===== src/rtl/spi_pkg.sv =====
// Shared types and default sizes for the SPI clock generator.
package spi_pkg;

  localparam int DEF_DIV_W = 16;
  localparam int DEF_CNT_W = 8;

  typedef enum logic [1:0] {
    IDLE  = 2'd0,
    RUN   = 2'd1,
    TRAIL = 2'd2
  } state_t;

  typedef struct packed {
    logic cpol;
    logic cpha;
  } spi_mode_t;

endpackage


===== src/rtl/spi_halfper_cnt.sv =====
// Half-period down-counter: ticks when it reaches zero while running, then reloads.
module spi_halfper_cnt
  import spi_pkg::*;
#(
  parameter int DIV_W = DEF_DIV_W
) (
  input  logic             clk_i,
  input  logic             rst_ni,
  input  logic             load,
  input  logic             run,
  input  logic [DIV_W-1:0] load_val,
  output logic             tick
);

  logic [DIV_W-1:0] cnt;

  assign tick = run && (cnt == '0);

  always_ff @(posedge clk_i) begin
    if (!rst_ni) begin
      cnt <= '1;
    end else if (load || tick) begin
      cnt <= load_val;
    end else if (run) begin
      cnt <= cnt - 1'b1;
    end
  end

endmodule


===== src/rtl/spi_sclk_gen.sv =====
// SPI master SCLK generator with CPOL/CPHA modes, trailing hold half-period
// and one-cycle sample/shift strobes for the shift register.
//
// state | meaning
// IDLE  | sclk follows cpol_i, waiting for start
// RUN   | toggling sclk, one toggle per half-period tick, 2N edges
// TRAIL | sclk parked at cpol for one half-period, then done
module spi_sclk_gen
  import spi_pkg::*;
#(
  parameter int DIV_W = DEF_DIV_W,
  parameter int CNT_W = DEF_CNT_W
) (
  input  logic             clk_i,
  input  logic             rst_ni,
  input  logic             en_i,
  input  logic             start_i,
  input  logic             cpol_i,
  input  logic             cpha_i,
  input  logic [DIV_W-1:0] divider_i,
  input  logic [CNT_W-1:0] nbits_i,
  output logic             sclk_o,
  output logic             sample_o,
  output logic             shift_o,
  output logic             busy_o,
  output logic             done_o,
  output logic [CNT_W-1:0] bit_cnt_o
);

  state_t           state_q, state_d;
  spi_mode_t        mode_q, mode_d;
  logic [DIV_W-1:0] div_q, div_d;
  logic [CNT_W-1:0] nbits_q, nbits_d;
  logic [CNT_W:0]   edge_q, edge_d, edge_nxt;
  logic             sclk_q, sclk_d, sample_q, sample_d, shift_q, shift_d;
  logic             busy_q, busy_d, done_q, done_d;
  logic [CNT_W-1:0] bit_cnt_q, bit_cnt_d;

  logic             start_ok, cnt_load, cnt_run, tick, leading, last_edge;
  logic [DIV_W-1:0] cnt_val;

  // A start seen while done_o is showing belongs to the finished transfer.
  assign start_ok  = start_i && en_i && !done_q;
  assign cnt_load  = (state_q == IDLE) && start_ok;
  assign cnt_run   = (state_q != IDLE) && en_i;
  assign cnt_val   = (state_q == IDLE) ? divider_i : div_q;
  assign edge_nxt  = edge_q + 1'b1;
  assign leading   = edge_nxt[0];
  assign last_edge = (edge_nxt == {nbits_q, 1'b0});

  spi_halfper_cnt #(.DIV_W(DIV_W)) u_halfper_cnt (
    .clk_i    (clk_i),
    .rst_ni   (rst_ni),
    .load     (cnt_load),
    .run      (cnt_run),
    .load_val (cnt_val),
    .tick     (tick)
  );

  always_comb begin
    state_d   = state_q;
    mode_d    = mode_q;
    div_d     = div_q;
    nbits_d   = nbits_q;
    edge_d    = edge_q;
    sclk_d    = sclk_q;
    sample_d  = 1'b0;
    shift_d   = 1'b0;
    busy_d    = busy_q;
    done_d    = 1'b0;
    bit_cnt_d = bit_cnt_q;

    case (state_q)
      IDLE: begin
        sclk_d = cpol_i;
        if (start_ok) begin
          mode_d.cpol = cpol_i;
          mode_d.cpha = cpha_i;
          div_d       = divider_i;
          nbits_d     = nbits_i;
          edge_d      = '0;
          bit_cnt_d   = '0;
          busy_d      = 1'b1;
          state_d     = (nbits_i == '0) ? TRAIL : RUN;
        end
      end
      RUN: begin
        if (!en_i) begin
          state_d = IDLE;
          busy_d  = 1'b0;
          sclk_d  = cpol_i;
        end else if (tick) begin
          sclk_d   = ~sclk_q;
          edge_d   = edge_nxt;
          sample_d = mode_q.cpha ? ~leading : leading;
          shift_d  = mode_q.cpha ? leading : (~leading && !last_edge);
          if (sample_d) begin
            bit_cnt_d = bit_cnt_q + 1'b1;
          end
          if (last_edge) begin
            state_d = TRAIL;
          end
        end
      end
      TRAIL: begin
        if (!en_i) begin
          state_d = IDLE;
          busy_d  = 1'b0;
          sclk_d  = cpol_i;
        end else begin
          sclk_d = mode_q.cpol;
          if (tick) begin
            done_d  = 1'b1;
            busy_d  = 1'b0;
            state_d = IDLE;
          end
        end
      end
      default: begin
        state_d = IDLE;
        busy_d  = 1'b0;
      end
    endcase
  end

  always_ff @(posedge clk_i) begin
    if (!rst_ni) begin
      state_q   <= IDLE;
      mode_q    <= '0;
      div_q     <= '0;
      nbits_q   <= '0;
      edge_q    <= '0;
      sclk_q    <= 1'b0;
      sample_q  <= 1'b0;
      shift_q   <= 1'b0;
      busy_q    <= 1'b0;
      done_q    <= 1'b0;
      bit_cnt_q <= '0;
    end else begin
      state_q   <= state_d;
      mode_q    <= mode_d;
      div_q     <= div_d;
      nbits_q   <= nbits_d;
      edge_q    <= edge_d;
      sclk_q    <= sclk_d;
      sample_q  <= sample_d;
      shift_q   <= shift_d;
      busy_q    <= busy_d;
      done_q    <= done_d;
      bit_cnt_q <= bit_cnt_d;
    end
  end

  assign sclk_o    = sclk_q;
  assign sample_o  = sample_q;
  assign shift_o   = shift_q;
  assign busy_o    = busy_q;
  assign done_o    = done_q;
  assign bit_cnt_o = bit_cnt_q;

endmodule


===== config.mk =====
export PLATFORM = sky130hd
export DESIGN_NAME = spi_sclk_gen
export DESIGN_NICKNAME = d
export VERILOG_FILES = /design/src/rtl/spi_pkg.sv /design/src/rtl/spi_halfper_cnt.sv /design/src/rtl/spi_sclk_gen.sv
export SDC_FILE = /design/constraint.sdc
export NUM_CORES = 1
export LEC_CHECK = 0
export ABC_AREA = 1
export CAP_MARGIN = 20
export CORE_MARGIN = 5
export CORE_UTILIZATION = 40
export CTS_BUF_LIST = sky130_fd_sc_hd__clkbuf_4 sky130_fd_sc_hd__clkbuf_8
export DETAILED_ROUTE_END_ITERATION = 7
export GPL_TIMING_DRIVEN = 0
export SKIP_CTS_REPAIR_TIMING = 1
export SLEW_MARGIN = 20
export SYNTH_ARGS = -nofsm -noshare
export SYNTH_HDL_FRONTEND = slang
export SYNTH_HIERARCHICAL = 1
export SYNTH_SLANG_ARGS = --single-unit
export TNS_END_PERCENT = 50

===== constraint.sdc =====
create_clock -name clk_i -period 2.7 [get_ports clk_i]
set_clock_uncertainty 0.1 [all_clocks]
set_input_delay 0.54 -clock clk_i [delete_from_list [all_inputs] [get_ports clk_i]]
set_output_delay 0.54 -clock clk_i [all_outputs]
set_load 0.01 [all_outputs]

==> flow_summary.toml, run 1 <==
[outcome]
status = "finished, final reports clean"

[run]
drv_cap = 0

[yosys]
synthArstFlopShare = 0
yosysUniqueCellTypes = 38
synthCells = 561
synthFlopType = "dfxtp_1"
synth_nets = 598
ys_ff_latch = 66
synth_edf_count = 0
postSynthAreaPerCell_um2 = 6.66
ys.warnings.count = 6
syn_area_um2 = 3730
ys_seq_area_frac = 0.354

[min_path]
min-delay-path-class = "flop to flop"

[critical_path]
cp.arrival_ps = 2800
cp_slowest_cell = "dfxtp_4"
cp-end-kind = "flop"
path_class = "flop to flop"
crit_path_max_fanout = 8
startpoint_type = "flop"
cp_cell_sequence = "inv_4 > ha_4 > buf_8 > buf_8 > nor2_4 > nand2_4 > nor4_4 > inv_2 > o22ai_2 > nand2_2 > nor2_4 > inv_4 > nor3_4 > nand4_1 > nand2_1 > nand2_1 > nor2_1"
crit_required_ps = 2890
max_stage_delay_ps = 380

[clocking]
cts_tree = "built"
clk_latency_ps = 350
htree_levels = 3
cts_sinks = 66
cts_buffers = 9
cts_max_path_buffers = 2
clk_pin_slew_worst_paths_ps = 80
cts_root_buffer = "clkbuf_8"

[die]
die_w_um = 107
die_h_um = 107
start_util = 0.408
rows = 35
dieArea_um2 = 11400
core_area_um2 = 9150
ioPinCount = 43

[placement]
place_congestion = 0.900
post_dp_cell_area_um2 = 4300
dpl.hpwl_um = 7550
portBuffers = 42
placed_cells_incl_taps = 714

[sta]
setup_viol = 0
fmax_mhz = 384
timing_hold_violations_final = 0
worst_slew_pin_slew_ps = 572
min_period_over_period = 0.965
min_period_ps = 2610
holdWs_ps = 347
slew_violations = 0
slew_headroom = 0.619

[routing]
via_count = 3854
vias_per_cell = 5.20
routed_wl_um = 10500
dr.pass1.iters = 4
dr.first_iter.drc_count = 253
drc = 0
drtAntennaViolNets = 0
routedWlPerCell_um = 14.2

[power]
peakVddDrop_mv = 0.351
p_leak_nw = 1.92
p_per_area_nw_per_um2 = 847

[finish]
fillers = 911
areaGrowthSynthToFinish_pct = 25.6
post-route-util = 0.512
num-nets-final = 662
fin_area_um2 = 4690
multi_input_area_um2 = 2120
drive_above_1_share = 0.135
diodes = 0
final_cells = 741
final-seq-area_um2 = 1330

[global_route]
grt_pass1_vias = 3490
overflow = 0
grt_util_all_layers = 0.183
grt_max_degree = 12
grt_first_pass_wirelength_um = 16600
antenna_found_initial = 0
[power breakdown]
group | switching [W] | internal, W
registers | 0.000178 | 0.00119
clock network | 0.000408 | 0.000486
logic | 0.00105 | 0.000664
[cells by family after synthesis]
group	share of synthesized area
AO/OA/AOI/OAI	0.170
XOR/XNOR	0.0211
adder cells (fa/ha/maj)	0.0234
buffers and inverters	0.0982
flip-flops	0.354
AND/OR/NAND/NOR	0.334
[layer usage]
| layer | vias to the layer above | routed length (um) | GRT usage |
|---|---|---|---|
| met5 | - | 0 | 0 |
| met4 | 0 | 231 | 0.0712 |
| met3 | 22 | 652 | 0.0337 |
| met2 | 120 | 4550 | 0.276 |
| met1 | 1769 | 5070 | 0.258 |
| li1 | 1943 | - | - |
[worst paths after layout]
kind / start / slack, ps / end / depth (start not counted)
setup / recovery: state_q[1] / 90 / bit_cnt_o[7] / 17
hold / removal: div_q[9] / 350 / div_q[9] / 2
setup reg to reg: state_q[1] / 90 / bit_cnt_o[7] / 17
hold reg to reg: div_q[9] / 350 / div_q[9] / 2
[state kept, by name, indices dropped and copies added (netlist names)]
name,count
busy_o,1
state_q,2
sclk_o,1
sample_o,1
mode_q,2
done_o,1
bit_cnt_o,8
shift_o,1
edge_q,9
div_q,16
u_halfper_cnt/cnt,16
nbits_q,8
[worst max-delay path, delay by kind of cell (launching register included)]
family | cells | cell delay [ps]
AND/OR/NAND/NOR | 10 | 1330
buffers and inverters | 5 | 470
flip-flops | 1 | 380
adder cells (fa/ha/maj) | 1 | 150
AO/OA/AOI/OAI | 1 | 110
[final cells by class]
class | count | area share
Sequential cell | 66 | 0.283
Buffer | 18 | 0.0235
Tap cell | 111 | 0.0296
Multi-Input combinational cell | 403 | 0.451
Timing Repair Buffer | 53 | 0.108
Clock inverter | 4 | 0.0107
Inverter | 74 | 0.0603
Clock buffer | 12 | 0.0339
[metrics by stage]
| step | total power (W) | TNS (ps) | setup WS, ps |
|---|---|---|---|
| floorplan | 0.00237 | 0 | 6.88 |
| global placement | 0.00278 | -13060 | -684 |
| detailed placement | 0.00281 | -12770 | -714 |
| CTS | 0.00371 | -10520 | -674 |
| global route | 0.00424 | -135 | -75.7 |
| finish | 0.00397 | 0 | 94.9 |
[cell usage after synthesis, types with 5 or more instances]
library cell | n | area, um^2
nor2_1 | 51 | 191
a21oi_2 | 6 | 52.6
xnor2_1 | 5 | 43.8
nor2_2 | 9 | 56.3
ha_1 | 7 | 87.6
nand4_1 | 10 | 62.6
inv_1 | 70 | 263
a21oi_1 | 49 | 245
o21ai_0 | 54 | 270
nand2_2 | 7 | 43.8
clkbuf_1 | 11 | 41.3
nand2_1 | 131 | 492
nand3_1 | 40 | 200
dfxtp_1 | 66 | 1320
[placed cells by master (no fill, tap or decap), types with 3 or more instances in the layout]
cell             netlist  layout
buf_4                  0      11
nor4_1                 4       3
o21bai_1               3       3
nand4_1               10      10
inv_2                  4       5
clkdlybuf4s50_1        0      41
nor2_2                 9       8
nand3_1               40      39
nand2_2                7       7
inv_1                 70      67
a21oi_2                6       6
xnor2_1                5       5
clkbuf_1              11      11
a21oi_1               49      49
nand2_1              131     130
nor2_1                51      49
o21ai_0               54      52
ha_1                   7       6
nand3_2                2       3
xor2_1                 4       4
nor2_4                 4       7
clkbuf_8               0      11
dfxtp_1               66      64
buf_2                  4       3
Power figures use the tool's default switching activity.
==> inputs of run 2 (changes only) <==
- DONT_BUFFER_PORTS: unset -> 1
- RECOVER_POWER: unset -> 100
==> run 2 against run 1 <==
Effect of this change: cell area down 9.0%; clock-buffer cell count shrank 1; cell count shrank 5.4%; clock power is 2% lower; sequential share of layout area rose by 2.7 points; combinational power fell by 6%; highest routed layer unchanged; via count decreased by 5.9%; critical path depth unchanged; sequential cell count unchanged; register-to-register slack better by 40 ps; critical path type unchanged; fmax up 1.4%; setup slack gained 36 ps.
==> flow_summary.toml, run 2 (synthesized netlist as in run 1, its figures left out) <==
[sta]
rsz0062_at_grt = "yes"
slew_violations = 0
worst_slew_pin_slew_ps = 602
min_period_over_period = 0.952
holdWs_ps = 192
fmax_mhz = 389
setup_viol = 0
slew_headroom = 0.598
min_period_ps = 2570
timing_hold_violations_final = 0

[routing]
routed_wl_um = 10000
drc = 0
via_count = 3628
drtAntennaViolNets = 0
vias_per_cell = 5.18
dr.first_iter.drc_count = 237
routedWlPerCell_um = 14.3
dr.pass1.iters = 4

[finish]
diodes = 0
final_cell_mix = "nand2_1, inv_1, dfxtp_1, o21ai_0, nor2_1"
post-route-util = 0.466
reg.largest.list = "div_q: 16 flops, u_halfper_cnt/cnt: 16 flops, edge_q: 9 flops"
final_cells = 701
final-seq-area_um2 = 1320
multi_input_area_um2 = 2110
num-nets-final = 622
drive_above_1_share = 0.144
fillers = 922
areaGrowthSynthToFinish_pct = 14.2
layout_commonest_cell = "nand2_1"

[global_route]
grt_max_degree = 13
grt_first_pass_wirelength_um = 16100
antenna_found_initial = 0
grt_util_all_layers = 0.177
overflow = 0
grt_pass1_vias = 3373

[critical_path]
startpoint_type = "flop"
crit_required_ps = 2850
cp-end-kind = "flop"
crit_path_max_fanout = 6
path_class = "flop to flop"
cp.arrival_ps = 2720

[power]
peakVddDrop_mv = 0.375
p_per_area_nw_per_um2 = 904
p_leak_nw = 1.76

[run]
drv_cap = 0

[die]
die_h_um = 107
ioPinCount = 43
rows = 35
die_w_um = 107
core_area_um2 = 9150
dieArea_um2 = 11400
start_util = 0.408

[clocking]
clk_pin_slew_worst_paths_ps = 80
cts_root_buffer = "clkbuf_8"
cts_max_path_buffers = 2
cts_buffers = 9
clk_latency_ps = 350
cts_sinks = 66
cts_tree = "built"
htree_levels = 3

[placement]
placed_cells_incl_taps = 672
portBuffers = 0
dpl.hpwl_um = 7520
place_congestion = 0.890

[outcome]
status = "finished, final reports clean"

[min_path]
min-delay-path-class = "primary input to flop"
==> run 2: cell count changes in the layout (fill, tap and decap cells not counted), sizes merged <==
cell	previous run	this run
dlymetal6s2s	1	0
clkbuf	23	22
clkinv	1	3
clkdlybuf4s50	41	0
buf	18	20
clkinvlp	2	1
==> run 2: worst paths after layout <==
path / from / end / slack (ps) / cells past startpoint
hold reg to reg: div_q[8] / div_q[8] / 350 / 2
setup / recovery: state_q[1] / bit_cnt_o[4] / 130 / 17
hold / removal: rst_ni / u_halfper_cnt/cnt[7] / 190 / 1
setup reg to reg: state_q[1] / bit_cnt_o[4] / 130 / 17
==> run 2: final cells by class <==
cell class	instances	area share
clock inverter	5	0.0150
sequential	66	0.310
clock buffer	11	0.0340
inverter	74	0.0657
multi-input combinational	403	0.494
tap	111	0.0326
timing repair buffer	13	0.0229
buffer	18	0.0261
==> run 2: layer usage <==
metal | vias up | global-route usage | part of all wire
met5 | - | 0 | 0
met4 | 0 | 0.0575 | 0.016
met3 | 11 | 0.0602 | 0.075
met2 | 72 | 0.260 | 0.42
met1 | 1676 | 0.245 | 0.49
li1 | 1869 | - | -
==> run 2: metrics by stage <==
stage               setup TNS, ps  area (um^2)  total power (W)  worst slack [ps]
CTS                        -10630         4090          0.00360              -680
detailed placement         -10170         3880          0.00272              -667
floorplan                       0         3740          0.00237              6.88
global placement            -8720         3880          0.00269              -595
global route                 -101         4270          0.00415             -66.6
finish                          0         4270          0.00386               131
==> run 2: report_power, final <==
group	internal (W)	switching (W)	leakage [nW]	total (W)
sequential	0.00119	0.000185	0.541	0.00137
clock	0.000467	0.000408	0.103	0.000875
combinational	0.000626	0.000987	1.12	0.00161
total	0.00228	0.00158	1.76	0.00386
==> run 2: worst max-delay path, cell delays in order (launching register included) <==
cell and delay [ps]:
dfxtp_2 360, inv_2 60, ha_4 150, buf_6 120
buf_12 120, nor2_4 140, nand2_4 70, nor4_4 270
inv_2 90, o22ai_2 110, nand2_2 110, nor2_4 140
inv_4 60, buf_4 130, nor3_2 120, nand2_1 90
o21ai_0 150, a21oi_1 50
==> inputs of run 3 (changes only) <==
- CELL_PAD_IN_SITES_DETAIL_PLACEMENT: unset -> 0
- CELL_PAD_IN_SITES_GLOBAL_PLACEMENT: unset -> 1
- PLACE_DENSITY_LB_ADDON: unset -> 0.1
==> run 3 against run 2 <==
Effect of this change: sequential share of layout area increased by 0.45 points; non-clock buffer count decreased by 5; largest power group unchanged; via count decreased by 2.1%; critical endpoint is now bit_cnt_o[7]; first-iteration DRC count decreased by 46%; sequential power about the same; critical path type unchanged.
==> flow_summary.toml, run 3 (synthesized netlist as in run 1, its figures left out) <==
[outcome]
status = "finished, final reports clean"

[clocking]
htree_levels = 3
clk_latency_ps = 340
clk_pin_slew_worst_paths_ps = 70
cts_root_buffer = "clkbuf_8"
cts_buffers = 9
cts_tree = "built"
cts_sinks = 66
cts_max_path_buffers = 2

[critical_path]
max_stage_delay_ps = 350
cp.arrival_ps = 2730
path_class = "flop to flop"
crit_required_ps = 2880
path_delay_family = "simple AND/OR/NAND/NOR gates"
startpoint_type = "flop"
cp-end-kind = "flop"
cp_slowest_cell = "dfxtp_2"
crit_path_max_fanout = 10
critPathBufInv = 5
cp_cell_sequence = "inv_2 > ha_2 > buf_6 > buf_8 > nor2_4 > nand2_4 > nor4_4 > inv_2 > o22ai_2 > nand2_2 > nor2_4 > inv_4 > nor3_4 > nand4_1 > nand2_1 > nand2_1 > nor2_1"

[finish]
multi_input_area_um2 = 2090
fillers = 978
final-seq-area_um2 = 1320
num-nets-final = 617
final_cell_mix = "nand2_1, inv_1, dfxtp_1, o21ai_0, nor2_1"
reg.largest.list = "div_q: 16 flops, u_halfper_cnt/cnt: 16 flops, edge_q: 9 flops"
fin_area_um2 = 4210
layout_commonest_cell = "nand2_1"
diodes = 0
areaGrowthSynthToFinish_pct = 12.6
drive_above_1_share = 0.132
final_cells = 696
post-route-util = 0.459

[power]
p_switching_w = 0.00154
internal-power_w = 0.00224
p_leak_nw = 1.74
peakVddDrop_mv = 0.446
p_seq_frac = 0.364
pwr-share-clk = 0.239
combPwrFrac = 0.397
p_per_area_nw_per_um2 = 898
switching_share = 0.407

[die]
start_util = 0.408
rows = 35
core_area_um2 = 9150
die_h_um = 107
dieArea_um2 = 11400
ioPinCount = 43
die_w_um = 107

[routing]
vias_per_cell = 5.10
drc = 0
dr.first_iter.drc_count = 128
drtAntennaViolNets = 0
dr.pass1.iters = 4
routed_wl_um = 10100
via_count = 3552
routedWlPerCell_um = 14.4

[placement]
dpl.hpwl_um = 7690
placed_cells_incl_taps = 672
portBuffers = 0
place_congestion = 0.844
post_dp_cell_area_um2 = 3880

[sta]
timing_hold_violations_final = 0
fin_setup_tns_ps = 0
min_period_ps = 2550
slew_violations = 0
fmax_mhz = 392
setup_viol = 0
min_period_over_period = 0.944
slew_headroom = 0.600
worst_slew_pin_slew_ps = 601

[global_route]
grt_pass1_vias = 3322
overflow = 0
grt_first_pass_wirelength_um = 16100
grt_max_degree = 12
grt_util_all_layers = 0.179
antenna_found_initial = 0

[run]
drv_cap = 0

[min_path]
min-delay-path-class = "primary input to flop"
run 3: cell types whose count changed in the layout (fill, tap and decap cells not counted), sizes merged:
| cell | delta |
|---|---|
| buf | -6 |
| clkbuf | +2 |
| clkinvlp | -1 |
run 3: cell type report:
| type | instances | area share |
|---|---|---|
| timing repair buffer | 8 | 0.0134 |
| inverter | 74 | 0.0666 |
| multi-input combinational | 403 | 0.496 |
| clock inverter | 4 | 0.0116 |
| buffer | 18 | 0.0253 |
| clock buffer | 12 | 0.0393 |
| tap | 111 | 0.0330 |
| sequential | 66 | 0.315 |
run 3: final timing paths:
path,from,endpoint,slack [ps],cells past startpoint
max,state_q[0],bit_cnt_o[7],150,17
max reg2reg,state_q[0],bit_cnt_o[7],150,17
min reg2reg,div_q[12],div_q[12],350,2
min,rst_ni,u_halfper_cnt/cnt[7],180,1
run 3: metrics by stage:
stage / setup slack [ps] / total power (W) / hold WS [ps]
6_report: 151 / 0.00378 / 184
3_5_place_dp: -610 / 0.00274 / 342
3_3_place_gp: -630 / 0.00272 / 334
2_1_floorplan: 6.88 / 0.00237 / 324
4_1_cts: -642 / 0.00365 / 168
5_1_grt: -25.2 / 0.00408 / 161
run 3: per-layer routing:
layer / vias up / wire length, um / track usage
met4: 0 / 76 / 0.0429
met2: 47 / 5160 / 0.323
li1: 1857 / - / -
met5: - / 0 / 0
met1: 1639 / 4450 / 0.206
met3: 9 / 377 / 0.0536
run 3: power groups by stage:
stage	registers, W	clock network [W]	logic, W
after floorplan	0.00134	0	0.00103
after global placement	0.00139	0	0.00134
after detailed placement	0.00139	0	0.00135
after CTS	0.00137	0.000931	0.00135
after global routing	0.00140	0.000979	0.00170
final	0.00137	0.000904	0.00150
